**config.mk**
```make
export PLATFORM = sky130hd
export DESIGN_NAME = y86_instr_encoder
export DESIGN_NICKNAME = d
export VERILOG_FILES = /design/src/rtl/y86_instr_encoder.sv
export SDC_FILE = /design/constraint.sdc
export NUM_CORES = 1
export LEC_CHECK = 0
export CORE_MARGIN = 4
export CORE_UTILIZATION = 35
export CTS_BUF_LIST = sky130_fd_sc_hd__clkbuf_4
export CTS_CLUSTER_DIAMETER = 80
export CTS_CLUSTER_SIZE = 8
export DETAILED_ROUTE_END_ITERATION = 8
export DONT_BUFFER_PORTS = 1
export GPL_ROUTABILITY_DRIVEN = 0
export HOLD_SLACK_MARGIN = 0.02
export SLEW_MARGIN = 30
export SYNTH_ARGS = -nofsm -noshare
export SYNTH_HDL_FRONTEND = slang
export SYNTH_SLANG_ARGS = --single-unit
```
**constraint.sdc**
```tcl
create_clock -name clk_i -period 5.45 [get_ports clk_i]
set_input_delay 0.545 -clock clk_i [delete_from_list [all_inputs] [get_ports clk_i]]
set_output_delay 0.545 -clock clk_i [all_outputs]
set_load 0.01 [all_outputs]
```
**src/rtl/y86_instr_encoder.sv**
```systemverilog
// y86_instr_encoder: serialises decoded Y86-64 instruction fields into the
// byte-addressed instruction memory, one byte per cycle, keeping a write
// pointer that mirrors the fetch stage's valP.
module y86_instr_encoder #(
  parameter int unsigned MEM_SIZE = 1024
) (
  input  logic        clk_i,
  input  logic        rst_n_i,
  input  logic        load_i,
  input  logic [63:0] load_addr_i,
  input  logic        in_valid_i,
  output logic        in_ready_o,
  input  logic [3:0]  icode_i,
  input  logic [3:0]  ifun_i,
  input  logic [3:0]  rA_i,
  input  logic [3:0]  rB_i,
  input  logic [63:0] valC_i,
  output logic        mem_we_o,
  output logic [63:0] mem_addr_o,
  output logic [7:0]  mem_wdata_o,
  output logic [63:0] ptr_o,
  output logic        done_o,
  output logic        err_o
);

  localparam int unsigned AW = 64;
  localparam int unsigned BW = 8;
  localparam int unsigned IW = 80;
  localparam int unsigned CW = 4;

  typedef enum logic {IDLE, EMIT} state_t;

  state_t          state_q;
  logic [CW-1:0]   cnt_q;
  logic [CW-1:0]   len_q;
  logic [IW-1:0]   instr_q;

  logic [CW-1:0]   len_c;
  logic [IW-1:0]   instr_c;
  logic            accept_c;
  logic            bad_c;
  logic [CW-1:0]   next_idx_c;
  logic [BW-1:0]   next_byte_c;

  // Instruction length from icode; zero marks an invalid icode.
  always_comb begin
    len_c = 4'd0;
    case (icode_i)
      4'h0, 4'h1, 4'h9:        len_c = 4'd1;
      4'h2, 4'h6, 4'hA, 4'hB:  len_c = 4'd2;
      4'h7, 4'h8:              len_c = 4'd9;
      4'h3, 4'h4, 4'h5:        len_c = 4'd10;
      default:                 len_c = 4'd0;
    endcase
  end

  // Full byte image of the instruction, byte k at bits [8k+7:8k].
  always_comb begin
    instr_c = '0;
    if (len_c == 4'd2 || len_c == 4'd10)
      instr_c = {valC_i, rA_i, rB_i, icode_i, ifun_i};
    else
      instr_c = {8'h00, valC_i, icode_i, ifun_i};
  end

  assign in_ready_o  = (state_q == IDLE) && !load_i;
  assign accept_c    = in_valid_i && in_ready_o;
  // 65-bit sum so a pointer near 2^64 cannot wrap past the bound check.
  assign bad_c       = (len_c == 4'd0) ||
                       (({1'b0, ptr_o} + 65'(len_c)) > 65'(MEM_SIZE));
  assign next_idx_c  = cnt_q + 4'd1;
  assign next_byte_c = BW'(instr_q >> {next_idx_c, 3'b000});

  // Control FSM, write pointer and registered memory-port outputs.
  always_ff @(posedge clk_i) begin
    if (!rst_n_i) begin
      state_q     <= IDLE;
      cnt_q       <= '0;
      len_q       <= '0;
      instr_q     <= '0;
      ptr_o       <= '0;
      mem_we_o    <= 1'b0;
      mem_addr_o  <= '0;
      mem_wdata_o <= '0;
      done_o      <= 1'b0;
      err_o       <= 1'b0;
    end else begin
      mem_we_o <= 1'b0;
      done_o   <= 1'b0;
      err_o    <= 1'b0;
      case (state_q)
        IDLE: begin
          if (load_i) begin
            ptr_o <= load_addr_i;
          end else if (accept_c) begin
            if (bad_c) begin
              err_o <= 1'b1;
            end else begin
              state_q     <= EMIT;
              cnt_q       <= '0;
              len_q       <= len_c;
              instr_q     <= instr_c;
              mem_we_o    <= 1'b1;
              mem_addr_o  <= ptr_o;
              mem_wdata_o <= instr_c[BW-1:0];
              done_o      <= (len_c == 4'd1);
            end
          end
        end
        EMIT: begin
          if (cnt_q == len_q - 4'd1) begin
            state_q <= IDLE;
            ptr_o   <= ptr_o + AW'(len_q);
          end else begin
            cnt_q       <= next_idx_c;
            mem_we_o    <= 1'b1;
            mem_addr_o  <= ptr_o + AW'(next_idx_c);
            mem_wdata_o <= next_byte_c;
            done_o      <= (next_idx_c == len_q - 4'd1);
          end
        end
        default: state_q <= IDLE;
      endcase
    end
  end

endmodule

```
# Word level (Yosys, flattened, before mapping)
# Memories as Yosys holds them, arrays and structs flattened.
# Cells that the tools add are included.
[totals] ff_bits=227 mem_bits_ro=48 inputBits=148 output_inout_bits=140 word_cells=73 mem_count=1
[memory_table] memory="(no name shown)" depth=16 word_bits=3 read_ports=1 rd_ports_with_merged_regs=0 write_ports=0 line_no="48" text="case (icode_i)"
[op_classes] n_addsub=5 magnitude_cmp=1 eq_ne=11 shifts=1 n_mux=30 bitwise_logic=5 n_reduce_logical=10
[ops] operator="two-way mux 64 bit" count=6
[ops] operator="one-hot mux 64 bit (2 select lines)" count=2
[ops] operator="adder 64 x 4 -> 64 bit" count=2
[ops] operator="two-way mux 80 bit" count=1
[ops] operator="right shift 80 x 7 -> 8 bit" count=1
[ops] operator="adder 64 x 4 -> 65 bit" count=1
[ops] operator="greater-than comparator 65 x 11 -> 1 bit, second input constant" count=1
[ops] operator="two-way mux 8 bit" count=4
[ops] operator="two-way mux 4 bit" count=4
[ops] operator="one-hot mux 8 bit (2 select lines)" count=1
[ops] operator="!= test 2 bit, second input constant" count=5
[ops] operator="two-way mux 1 bit" count=9
[ops] operator="equality test 4 bit" count=2
[ops] operator="one-hot mux 4 bit (2 select lines)" count=1
[ops] operator="AND reduction 4 bit" count=2
[ops] operator="inverter 1 bit" count=5
[ops] operator="adder 4 x 1 -> 4 bit, second input constant" count=1
[ops] operator="equality test 4 x 1 -> 1 bit, second input constant" count=1
[ops] operator="equality test 4 x 2 -> 1 bit, second input constant" count=1
[ops] operator="equality test 4 bit, second input constant" count=1
[ops] operator="logical NOT 4 bit" count=1
[ops] operator="one-hot mux 1 bit (2 select lines)" count=2
[ops] operator="OR reduction 4 bit" count=1
[ops] operator="subtractor 4 x 1 -> 4 bit, second input constant" count=1
[ops] operator="other kinds (5)" count=7

# Logic depth before layout (Yosys ltp)
# An unclocked memory read counts as a cell.
[logic_depth] ltp_word=8 ltp_mapped=21 ltp_nobuf=15

# Worst setup path before layout
# OpenSTA, ideal clock, no wires.
[synth_path] path_kind="in2reg" from="input port icode_i[1]" to="register instr_q[48]" setup_time_ns=0.132 arrival_ns=4.116 t_required_ns=5.318 setup_slack_ns=1.201 cell_stages=20 n_path_buf=5 path_cell_list="nand2_1 -> inv_1 -> o21ai_0 -> o21ai_0 -> inv_1 -> clkbuf_1 -> clkbuf_1 -> ha_1 -> a211oi_1 -> nor3_1 -> clkbuf_1 -> nand2_1 -> o31a_1 -> nor4_1 -> nand4b_1 -> or4_1 -> buf_2 -> clkbuf_1 -> o21ai_0 -> a21oi_1"
[synth_via] elab_chain_len=6 word_cells_on_any_way=11 classes_between="1 x add/sub; 1 x order compare; 2 x eq/ne; 1 x mux; 1 x bitwise; 4 x reduce/logical; 1 x memory"
[synth_rtl] element="start: declaration" line_no="13" text="input logic [3:0] icode_i,"
[synth_rtl] element="memory (16 x 3 bit) (*)"
[synth_rtl] element="named net len_c[1]" line_no="38" text="logic [CW-1:0] len_c;"
[synth_rtl] element="adder 64 x 4 -> 65 bit" line_no="70" text="(({1'b0, ptr_o} + 65'(len_c)) > 65'(MEM_SIZE));"
[synth_rtl] element="greater-than comparator 65 x 11 -> 1 bit" line_no="70"
[synth_rtl] element="logical OR 1 bit" line_no="69" text="assign bad_c = (len_c == 4'd0) ||"
[synth_rtl] element="inverter 1 bit (no source line)"
[synth_rtl] element="AND reduction 4 bit (no source line)"
[synth_rtl] element="end signal: assignment" line_no="102" text="instr_q <= instr_c;"
[synth_rtl] element="end: declaration" line_no="36" text="logic [IW-1:0] instr_q;"
# Mark *: on every way through the listed nets, which the timed path passes. The rest lies on a longest branch.
# A chain may end at the register's enable or synchronous reset.

# Worst setup path in the final report
[layout_path] from="register ptr_o[0]" to="register mem_addr_o[38]"
[layout_via] elab_chain_len=5 word_cells_on_any_way=8 classes_between="2 x add/sub; 1 x order compare; 1 x eq/ne; 2 x mux; 2 x reduce/logical"
[layout_rtl] element="start: declaration" line_no="21" text="output logic [63:0] ptr_o,"
[layout_rtl] element="start signal: assignment" line_no="94" text="ptr_o <= load_addr_i;"
[layout_rtl] element="start signal: assignment" line_no="113" text="ptr_o <= ptr_o + AW'(len_q);"
[layout_rtl] element="adder 64 x 4 -> 65 bit" line_no="70"
[layout_rtl] element="greater-than comparator 65 x 11 -> 1 bit" line_no="70"
[layout_rtl] element="logical OR 1 bit" line_no="69"
[layout_rtl] element="!= test 2 bit (no source line)"
[layout_rtl] element="AND reduction 4 bit (no source line)"
[layout_rtl] element="end signal: assignment" line_no="104" text="mem_addr_o <= ptr_o;"
[layout_rtl] element="end signal: assignment" line_no="117" text="mem_addr_o <= ptr_o + AW'(next_idx_c);"
[layout_rtl] element="end: declaration" line_no="19" text="output logic [63:0] mem_addr_o,"
# Parallel ways exist; a longest one is shown, timed or not. The select of a mux whose other input is x is not followed.

==> run metrics <==
status completed; Warnings, synthesis 0; post-synth top area share 0.297; CP Class flip-flop to flip-flop; die area 47000 um2; Die Span X 217 um; IO Pins 288; Post-Synth XOR/XNOR Area 0.0592; ratio of cells with drive above 1 in the final layout 0.0689; area leader, netlist dfxtp_1; via count 16.3k; EDFF count, synth 0; min Tclk post-route 4920 ps; drt first pass iters 6; most common cell in the netlist nand2_1; Top Layer Used met5; Synth Cell Area 15200 um2; skew final 73.7 ps; IO Port Bufs 0; WL met3 6.52 mm; Post-Synth Simple-Gate Area 0.307; H-tree depth 2; crit-path leading delay family simple AND/OR/NAND/NOR gates; all-layer global routing usage 0.259; Final Max Slew Viols 0; clock sink count 226; TritonCTS Buffers 35; Area contributors post-synth dfxtp_1 (30%), nand2_1 (12%), a21oi_1 (5.9%); Slew HR 0.264; Buffers & Inverters on Critical Path 2; register area share after synthesis 0.297; #FFs+latches synth 226; Met2 Wirelength 30.8 mm; crit end category flip-flop; DRT iter0 DRCs 1801; ys async rst share 0; # setup viols final 0; grt total ovfl 0; die height 217 um; max-cap violation count 0; Fin. Hold Viols 0; crit start category flip-flop; Core ar. 43100 um2; post-synthesis compound-gate area fraction 0.174; fin util 0.388; final cycle utilization of the critical path 0.903; Initial Utilization 0.354; DR vias/cell 6.04; clock-pin slew on the worst setup and hold paths 100 ps; peak supply drop 0.000122 V; # rows 76; worst min path class input pin to flip-flop; Synth Area in Adders 0.0138; antenna violations before repair 7; worst path cell trace ha_1, inv_1, fa_1, nand3b_1, a2111oi_4, and2_1, nand4_1, a211oi_1, nor4b_1, and4_2, a21oi_4, buf_4, mux2i_1; Post-Syn Nets 2299; Slowest cell on crit path a2111oi_4; synth unique cells 77; Clock Path Buffers 3; pwr/cell area 196 nW/um2; detailed-route DRC error count 0; post-CTS sizing 0; largest net degree at the start of global routing 179; max incr delay on CP 780 ps; CTS tree done; worst skew pair latency 790 ps; LEAKAGE 0.00596 uW; cell count after synthesis 2136; Max FO, Critical Path 50; mux contribution to synthesized area 0.0849; fmax 203 MHz; Critical Path AT 5500 ps; Slew @ Worst Pin 1090 ps; synthesized area per cell 7.14 um2; area growth from synthesis to layout 9.66%; Avg WL per Cell 23.7 um; Top FF cell, synth dfxtp_1; CP required 6030 ps; most instantiated cells after synthesis nand2_1 (483), dfxtp_1 (226), a21oi_1 (180); global-route wire length before repair 95.8 mm; wire length after detailed routing 64.0 mm; vias in the first global route 15.6k; largest family of logic cells by synthesized area simple AND/OR/NAND/NOR gates; net total in the final layout 2262; RSZ-0062 raised after global routing false; post-DP HPWL 46.1 mm; clock root cell clkbuf_4; Detail Route Antenna Nets 0; Setup Total Neg Slack 0 ps; M1 WL 23.6 mm
==> per-layer routing <==
metal	up-vias	global-route usage
met1	7782	0.301
met2	867	0.445
met5	-	0
met3	202	0.0784
li1	7453	-
met4	2	0.108
==> worst reg2reg max path, stage by stage, from the launching register on <==
cell and delay [ps]:
dfxtp_1 570, ha_1 270, inv_1 70, fa_1 410
nand3b_1 310, a2111oi_4 780, and2_1 280, nand4_1 150
a211oi_1 380, nor4b_1 400, and4_2 400, a21oi_4 80
buf_4 350, mux2i_1 300
==> worst paths after layout <==
check                                 from             end  slack, ps  cells past startpoint
worst max-delay path              ptr_o[0]  mem_addr_o[38]        530                     13
worst min-delay path            valC_i[17]     instr_q[33]         50                      4
worst max register to register    ptr_o[0]  mem_addr_o[38]        530                     13
worst min register to register  instr_q[2]      instr_q[2]        470                      2
==> cell type report <==
class,instances,area [um2]
antenna,7,17.5
clock buffer,39,293
clock inverter,5,52.6
fill,4543,26400
inverter,34,129
multi-input combinational,1681,9800
sequential,226,4530
tap,585,732
timing repair buffer,121,1170
==> logic make-up after synthesis <==
family          after synthesis
compound gates              457
xor+xnor                    103
fa+ha+maj                    15
buf+inv                     229
flops                       226
mux                         109
simple gates                997
==> per-stage QoR <==
step                      power, uW  instances  setup slack, ps  hold slack (ps)  area [um2]
final                          3290       2698              531             52.6       16700
after global routing           3420       2697              384             27.8       16700
after CTS                      3300       2688              665             20.3       16700
after detailed placement       2180       2563              363              462       15500
after global placement         2170       2563              441              453       15500
after floorplan                2080       2136             1200              446       15200
==> flip-flops by register name (all words and copies together), names as in the netlist <==
| name | cells |
|---|---|
| state_q | 1 |
| instr_q | 80 |
| mem_wdata_o | 8 |
| done_o | 1 |
| cnt_q | 4 |
| len_q | 3 |
| err_o | 1 |
| ptr_o | 64 |
| mem_addr_o | 64 |
==> where the power goes <==
part	leakage (uW)	internal [uW]	switching, uW	total, uW
registers	0.00183	1680	120	1800
clock network	0.000210	383	667	1050
logic	0.00392	182	255	436
==> layout by cell type (no fill, tap or decap), types with 59 or more instances in the layout <==
cell type,synthesis,layout
mux2i_1,90,89
dlygate4sd3_1,0,83
nor3_1,60,59
o21ai_0,127,126
a21oi_1,180,180
dfxtp_1,226,225
nor2_1,118,118
nand4_1,72,72
xnor2_1,74,74
nand3_1,121,121
nand2_1,483,483
==> timing repair <==
action                     CTS  global route
setup endpoints to repair    0             0
hold buffers                81             3
setup buffers                0             0
hold endpoints to repair   170             2
Note: power is estimated with default switching activity, not from simulation.
